==> src/rtl/decode_pkg.sv <==
// decode_pkg: shared opcode constants, op-class enum and decoded-word type
// for the decode stage. Field widths here match the decode_stage parameter
// defaults (REG_AW=5, IMM_W=16).
package decode_pkg;

    localparam int unsigned OPC_W      = 6;
    localparam int unsigned DEC_REG_AW = 5;
    localparam int unsigned DEC_IMM_W  = 16;

    localparam logic [OPC_W-1:0] OPC_LDI    = 6'h00;
    localparam logic [OPC_W-1:0] OPC_MOV    = 6'h01;
    localparam logic [OPC_W-1:0] OPC_ALU_LO = 6'h04;
    localparam logic [OPC_W-1:0] OPC_ALU_HI = 6'h10;

    typedef enum logic [1:0] {
        CLS_LDI,
        CLS_MOV,
        CLS_ALU,
        CLS_ILLEGAL
    } op_class_e;

    typedef struct packed {
        logic [OPC_W-1:0]      opcode;
        logic [DEC_REG_AW-1:0] rdst2;
        logic [DEC_REG_AW-1:0] rdst1;
        logic [DEC_REG_AW-1:0] rsrc2;
        logic [DEC_REG_AW-1:0] rsrc1;
        logic [DEC_IMM_W-1:0]  imm;
        logic                  we2;
        logic                  we1;
        logic                  use2;
        logic                  use1;
        logic                  illegal;
    } dec_word_t;

    // Map an opcode onto its class; anything unmapped is illegal.
    function automatic op_class_e op_class(input logic [OPC_W-1:0] opc);
        if (opc == OPC_LDI) begin
            return CLS_LDI;
        end else if (opc == OPC_MOV) begin
            return CLS_MOV;
        end else if (opc >= OPC_ALU_LO && opc <= OPC_ALU_HI) begin
            return CLS_ALU;
        end
        return CLS_ILLEGAL;
    endfunction

endpackage

==> src/rtl/decode_fields.sv <==
// decode_fields: purely combinational instruction-word to decoded-word map.
// Ports:
//   code - instruction word (opcode in the top 6 bits)
//   word - decoded fields and enables; fields unused by the class read 0
module decode_fields
    import decode_pkg::*;
#(
    parameter int unsigned INSTR_W = 32,
    parameter int unsigned REG_AW  = 5,
    parameter int unsigned IMM_W   = 16
) (
    input  logic [INSTR_W-1:0] code,
    output dec_word_t          word
);

    op_class_e cls;

    assign cls = op_class(code[INSTR_W-1 -: OPC_W]);

    // Start from all-zero so every field a class does not use reads 0.
    always_comb begin
        word        = '0;
        word.opcode = code[INSTR_W-1 -: OPC_W];
        case (cls)
            CLS_LDI: begin
                word.rdst2 = code[INSTR_W-7 -: REG_AW];
                word.imm   = code[IMM_W-1:0];
                word.we2   = 1'b1;
            end
            CLS_MOV: begin
                word.rdst2 = code[INSTR_W-7 -: REG_AW];
                word.rsrc2 = code[2*REG_AW-1:REG_AW];
                word.we2   = 1'b1;
                word.use2  = 1'b1;
            end
            CLS_ALU: begin
                word.rdst2 = code[INSTR_W-7 -: REG_AW];
                word.rdst1 = code[INSTR_W-7-REG_AW -: REG_AW];
                word.rsrc2 = code[2*REG_AW-1:REG_AW];
                word.rsrc1 = code[REG_AW-1:0];
                word.we2   = 1'b1;
                word.we1   = 1'b1;
                word.use2  = 1'b1;
                word.use1  = 1'b1;
            end
            default: begin
                word.illegal = 1'b1;
            end
        endcase
    end

endmodule

==> src/rtl/decode_stage.sv <==
// decode_stage: one-deep registered decode stage with valid/ready handshake.
// Optional register scoreboard enabled by defining DECODE_SCOREBOARD_EN.
// Ports:
//   clk, rst            - clock, asynchronous active-high reset
//   flush               - kill the held word, block acceptance this cycle
//   in_valid/in_ready   - upstream handshake, in_code instruction word
//   out_valid/out_ready - downstream handshake for the decoded word
//   rdst2..illegal      - registered decoded fields and enables
//   wb_valid, wb_reg0/1 - writeback strobes clearing scoreboard bits
module decode_stage
    import decode_pkg::*;
#(
    parameter int unsigned INSTR_W  = 32,
    parameter int unsigned REG_AW   = 5,
    parameter int unsigned IMM_W    = 16,
    parameter int unsigned NUM_REGS = 2**REG_AW
) (
    input  logic               clk,
    input  logic               rst,
    input  logic               flush,
    input  logic               in_valid,
    output logic               in_ready,
    input  logic [INSTR_W-1:0] in_code,
    output logic               out_valid,
    input  logic               out_ready,
    output logic [REG_AW-1:0]  rdst2,
    output logic [REG_AW-1:0]  rdst1,
    output logic [REG_AW-1:0]  rsrc2,
    output logic [REG_AW-1:0]  rsrc1,
    output logic [IMM_W-1:0]   imm,
    output logic [5:0]         opcode,
    output logic               we2,
    output logic               we1,
    output logic               use2,
    output logic               use1,
    output logic               illegal,
    input  logic [1:0]         wb_valid,
    input  logic [REG_AW-1:0]  wb_reg0,
    input  logic [REG_AW-1:0]  wb_reg1
);

    dec_word_t dec;
    dec_word_t word_q, word_d;
    logic      out_valid_q, out_valid_d;
    logic      hazard;
    logic      accept;

    decode_fields #(
        .INSTR_W (INSTR_W),
        .REG_AW  (REG_AW),
        .IMM_W   (IMM_W)
    ) u_fields (
        .code (in_code),
        .word (dec)
    );

    assign in_ready = (!out_valid_q || out_ready) && !hazard;
    assign accept   = in_valid && in_ready && !flush;

    // Output register: flush wins, then a new word, then drain to empty.
    always_comb begin
        out_valid_d = out_valid_q;
        word_d      = word_q;
        if (flush) begin
            out_valid_d = 1'b0;
            word_d      = '0;
        end else if (accept) begin
            out_valid_d = 1'b1;
            word_d      = dec;
        end else if (out_ready) begin
            out_valid_d = 1'b0;
            word_d      = '0;
        end
    end

    always_ff @(posedge clk or posedge rst) begin
        if (rst) begin
            out_valid_q <= 1'b0;
            word_q      <= '0;
        end else begin
            out_valid_q <= out_valid_d;
            word_q      <= word_d;
        end
    end

`ifdef DECODE_SCOREBOARD_EN
    logic [NUM_REGS-1:0] busy_q, busy_d;
    logic [NUM_REGS-1:0] pend;
    logic                issue;

    assign issue = out_valid_q && out_ready;

    // Dests of the held word count as busy so a dependant cannot slip past it.
    always_comb begin
        pend = busy_q;
        if (out_valid_q && word_q.we1) pend[word_q.rdst1] = 1'b1;
        if (out_valid_q && word_q.we2) pend[word_q.rdst2] = 1'b1;
        hazard = (dec.use1 && pend[dec.rsrc1]) ||
                 (dec.use2 && pend[dec.rsrc2]) ||
                 (dec.we1  && pend[dec.rdst1]) ||
                 (dec.we2  && pend[dec.rdst2]);
    end

    // Clears applied first so a same-cycle issue set overrides them.
    always_comb begin
        busy_d = busy_q;
        if (wb_valid[0]) busy_d[wb_reg0] = 1'b0;
        if (wb_valid[1]) busy_d[wb_reg1] = 1'b0;
        if (issue && word_q.we1) busy_d[word_q.rdst1] = 1'b1;
        if (issue && word_q.we2) busy_d[word_q.rdst2] = 1'b1;
    end

    always_ff @(posedge clk or posedge rst) begin
        if (rst) begin
            busy_q <= '0;
        end else begin
            busy_q <= busy_d;
        end
    end
`else
    logic unused_wb;

    assign hazard    = 1'b0;
    assign unused_wb = (^{wb_valid, wb_reg0, wb_reg1}) ^ (NUM_REGS == 0);
`endif

    assign out_valid = out_valid_q;
    assign opcode    = word_q.opcode;
    assign rdst2     = word_q.rdst2;
    assign rdst1     = word_q.rdst1;
    assign rsrc2     = word_q.rsrc2;
    assign rsrc1     = word_q.rsrc1;
    assign imm       = word_q.imm;
    assign we2       = word_q.we2;
    assign we1       = word_q.we1;
    assign use2      = word_q.use2;
    assign use1      = word_q.use1;
    assign illegal   = word_q.illegal;

endmodule
==> config.mk <==
export PLATFORM = sky130hd
export DESIGN_NAME = decode_stage
export DESIGN_NICKNAME = d
export VERILOG_FILES = /design/src/rtl/decode_pkg.sv /design/src/rtl/decode_fields.sv /design/src/rtl/decode_stage.sv
export SDC_FILE = /design/constraint.sdc
export NUM_CORES = 1
export LEC_CHECK = 0
export ABC_AREA = 0
export BUFFER_PORTS_ARGS = -buffer_cell sky130_fd_sc_hd__buf_2
export CORE_UTILIZATION = 52
export DETAILED_ROUTE_END_ITERATION = 12
export PLACE_DENSITY = 0.81
export SYNTH_ARGS = -nofsm -noshare
export SYNTH_HDL_FRONTEND = slang
export SYNTH_HIERARCHICAL = 1
export SYNTH_SLANG_ARGS = --single-unit
==> constraint.sdc <==
create_clock -name clk -period 1.9 [get_ports clk]
set_clock_uncertainty 0.1 [all_clocks]
set_input_delay 0.38 -clock clk [delete_from_list [all_inputs] [get_ports clk]]
set_output_delay 0.38 -clock clk [all_outputs]
set_load 0.01 [all_outputs]
==> impl_metrics.yaml <==
layout:
  layout-drive-gt1-share_pct: 44.4
  fillers: 484
  nets: 419
  instances_no_fill: 439
  antenna_cells: 0
  areaGrowthSynthToFinish_pct: 18.0
critical_path:
  startpoint_type: "primary input"
  worstPathCellList: "buf_2 -> or2_1 -> or4_4 -> ha_4 -> nor2_1 -> nand2b_1 -> o32ai_1"
  worstPathRequired_ps: 2000
  cp_slowest_stage_delay_ps: 470
  crit_fanout: 5
  crit_type: "in -> reg"
  crit_start: "in_code[31]"
  crit_slowest_cell: "or4_4"
  endpoint_kind: "flop"
  timing.rr.start: "out_valid$_DFFE_PP0P_"
  worstPathArrival_ps: 1770
clocking:
  clock-sinks: 48
  cts_tree: "yes"
  clk_path_buf_depth: 2
  h-tree-depth: 2
  post-cts-setup-buffers: 0
  cts_buffers: 5
  cts_root_buf: "clkbuf_8"
  clk-insertion-delay-late_ps: 300
  clk_pin_slew_ps: 90
  holdBufCountCts: 0
  cts-resized-gates: 0
hold_path:
  hold_path_class: "in -> async"
yosys:
  synthFlopType: "dfrtp_1"
  synth-warning-count: 6
  synthArstFlopShare_pct: 100
  synthCells: 291
  synth_area_per_cell_um2: 10.6
  synthesis.nets: 344
  ys_types: 25
  syn_area_mm2: 0.00308
  ys_seq_area_share_pct: 39.0
  synth-seq-cells: 48
  synth_edf_count: 0
drt:
  drtIter0Drc: 114
  drc: 0
  via_per_inst: 5.11
  wire_per_inst_um: 14.4
  drtAntennaViolNets: 0
  dr_total_vias: 2244
  routed_wl_mm: 6.31
  drt_first_pass_iters: 4
power:
  p_leak_uw: 0.00162
  p_per_area_mw_per_mm2: 613
  ir_drop_uv: 420
placement:
  dp.cells: 431
  port_buffers: 85
  hpwl_mm: 4.27
  place_congestion: 0.777
global_route:
  antenna_found_initial: 0
  grt_pass1_vias: 2301
  overflow: 0
  grt_max_degree: 49
  grtUsageTotal_pct: 21.7
  grt_pass1_wl_mm: 10.5
floorplanning:
  coreArea_mm2: 0.00561
  start_util_pct: 54.9
  rows: 27
  die_w_um: 79.0
  die_height_um: 79.0
  top_level_ports: 98
  dieArea_mm2: 0.00623
timing:
  fmax_ghz: 0.600
  slew_viol_final: 0
  rsz0062_at_grt: "false"
  finalSetupViolations: 0
  min_period_ps: 1670
  final_hold_viol_count: 0
  maxSlewHeadroom_pct: 64.6
  setup-tns-final_ps: 0
  fin_crit_sh_pct: 87.7
  worst_pin_slew_ps: 532
outcome:
  status: "finished, final reports clean"
job:
  cap_viol_max_count: 0
per-stage QoR:
stage	setup WS (ps)	cell area [um^2]	util [%]	hold slack, ps	total power (uW)
final	234	3630	64.8	12.4	2230
after global routing	168	3630	64.8	29.9	2320
after global placement	-64.8	3510	62.5	343	1440
after floorplan	5.06	3110	-	438	1350
after CTS	237	3630	64.8	16.6	2260
after detailed placement	-79.9	3510	62.5	347	1450
final cells by class:
cell class | instances | area (um^2) | share of cell area, %
clock buffer | 7 | 96.3 | 2.65
clock inverter | 1 | 30.0 | 0.826
inverter | 66 | 248 | 6.82
multi-input combinational | 146 | 1370 | 37.8
sequential | 48 | 1200 | 33.1
tap | 72 | 90.1 | 2.48
timing repair buffer | 99 | 596 | 16.4
cells in the final DEF (no fill, tap or decap), drive strengths merged:
master  Yosys  routed
a21o        2       2
a21oi       3       3
and2       10      10
buf        27      99
bufinv      0       1
clkbuf      4       7
dfrtp      48      48
ha          4       4
inv        66      66
nand2       1       1
nand2b     48      48
nor2        5       5
nor2b       5       5
nor3       16      16
o21bai      2       2
o32ai      47      47
or2         1       1
or4         2       2
cell usage after synthesis (all sizes together), types with 3 or more instances:
library cell	number	area share [%]
ha	4	1.6
o32ai	47	21
nor3	16	5.2
nand2b	48	9.8
clkbuf	4	0.49
dfrtp	48	39
and2	10	2.0
nor2	5	0.61
nor2b	5	1.0
inv	66	8.0
a21oi	3	0.49
buf	27	8.6
state kept, by name, indices dropped and copies added (netlist names):
| name | flops |
|---|---|
| opcode | 6 |
| rsrc2 | 5 |
| use1 | 1 |
| rsrc1 | 5 |
| we2 | 1 |
| rdst2 | 5 |
| rdst1 | 5 |
| out_valid | 1 |
| use2 | 1 |
| we1 | 1 |
| imm | 16 |
| illegal | 1 |
logic make-up (layout without fill, tap and decap cells):
logic type	after synthesis	in the layout	synth area share [%]
flops	48	48	39.0
fa+ha+maj	4	4	1.63
compound gates	54	54	22.5
simple gates	88	88	19.7
buf+inv	97	173	17.1
routing by layer:
metal / global-route usage (%) / part of all wire, %
met5: 0 / 0
met4: 7.82 / 1.6
met3: 3.56 / 3.8
met2: 37.4 / 49
met1: 27.4 / 45
report_power, final:
group          switching (uW)  internal [uW]
registers                11.9           1040
clock network             338            465
logic                     217            154
total                     566           1660
path summary, 6_finish.rpt:
check	end	slack (ps)	cells after the start
max in group asynchronous	imm[12]$_DFFE_PP0P_	1460	3
min in group clk	opcode[0]$_DFFE_PP0P_	250	3
setup reg to reg	rsrc1[4]$_DFFE_PP0P_	430	4
hold reg to reg	we1$_DFFE_PP0P_	440	2
hold / removal	rsrc1[3]$_DFFE_PP0P_	10	3
setup / recovery	rsrc2[4]$_DFFE_PP0P_	230	7
worst max-delay path: cells and delay by family:
| family | cells | cell delay, ps |
|---|---|---|
| buf+inv | 1 | 110 |
| simple gates | 4 | 880 |
| fa+ha+maj | 1 | 290 |
| compound gates | 1 | 100 |
Note: power is estimated with default switching activity, not from simulation.
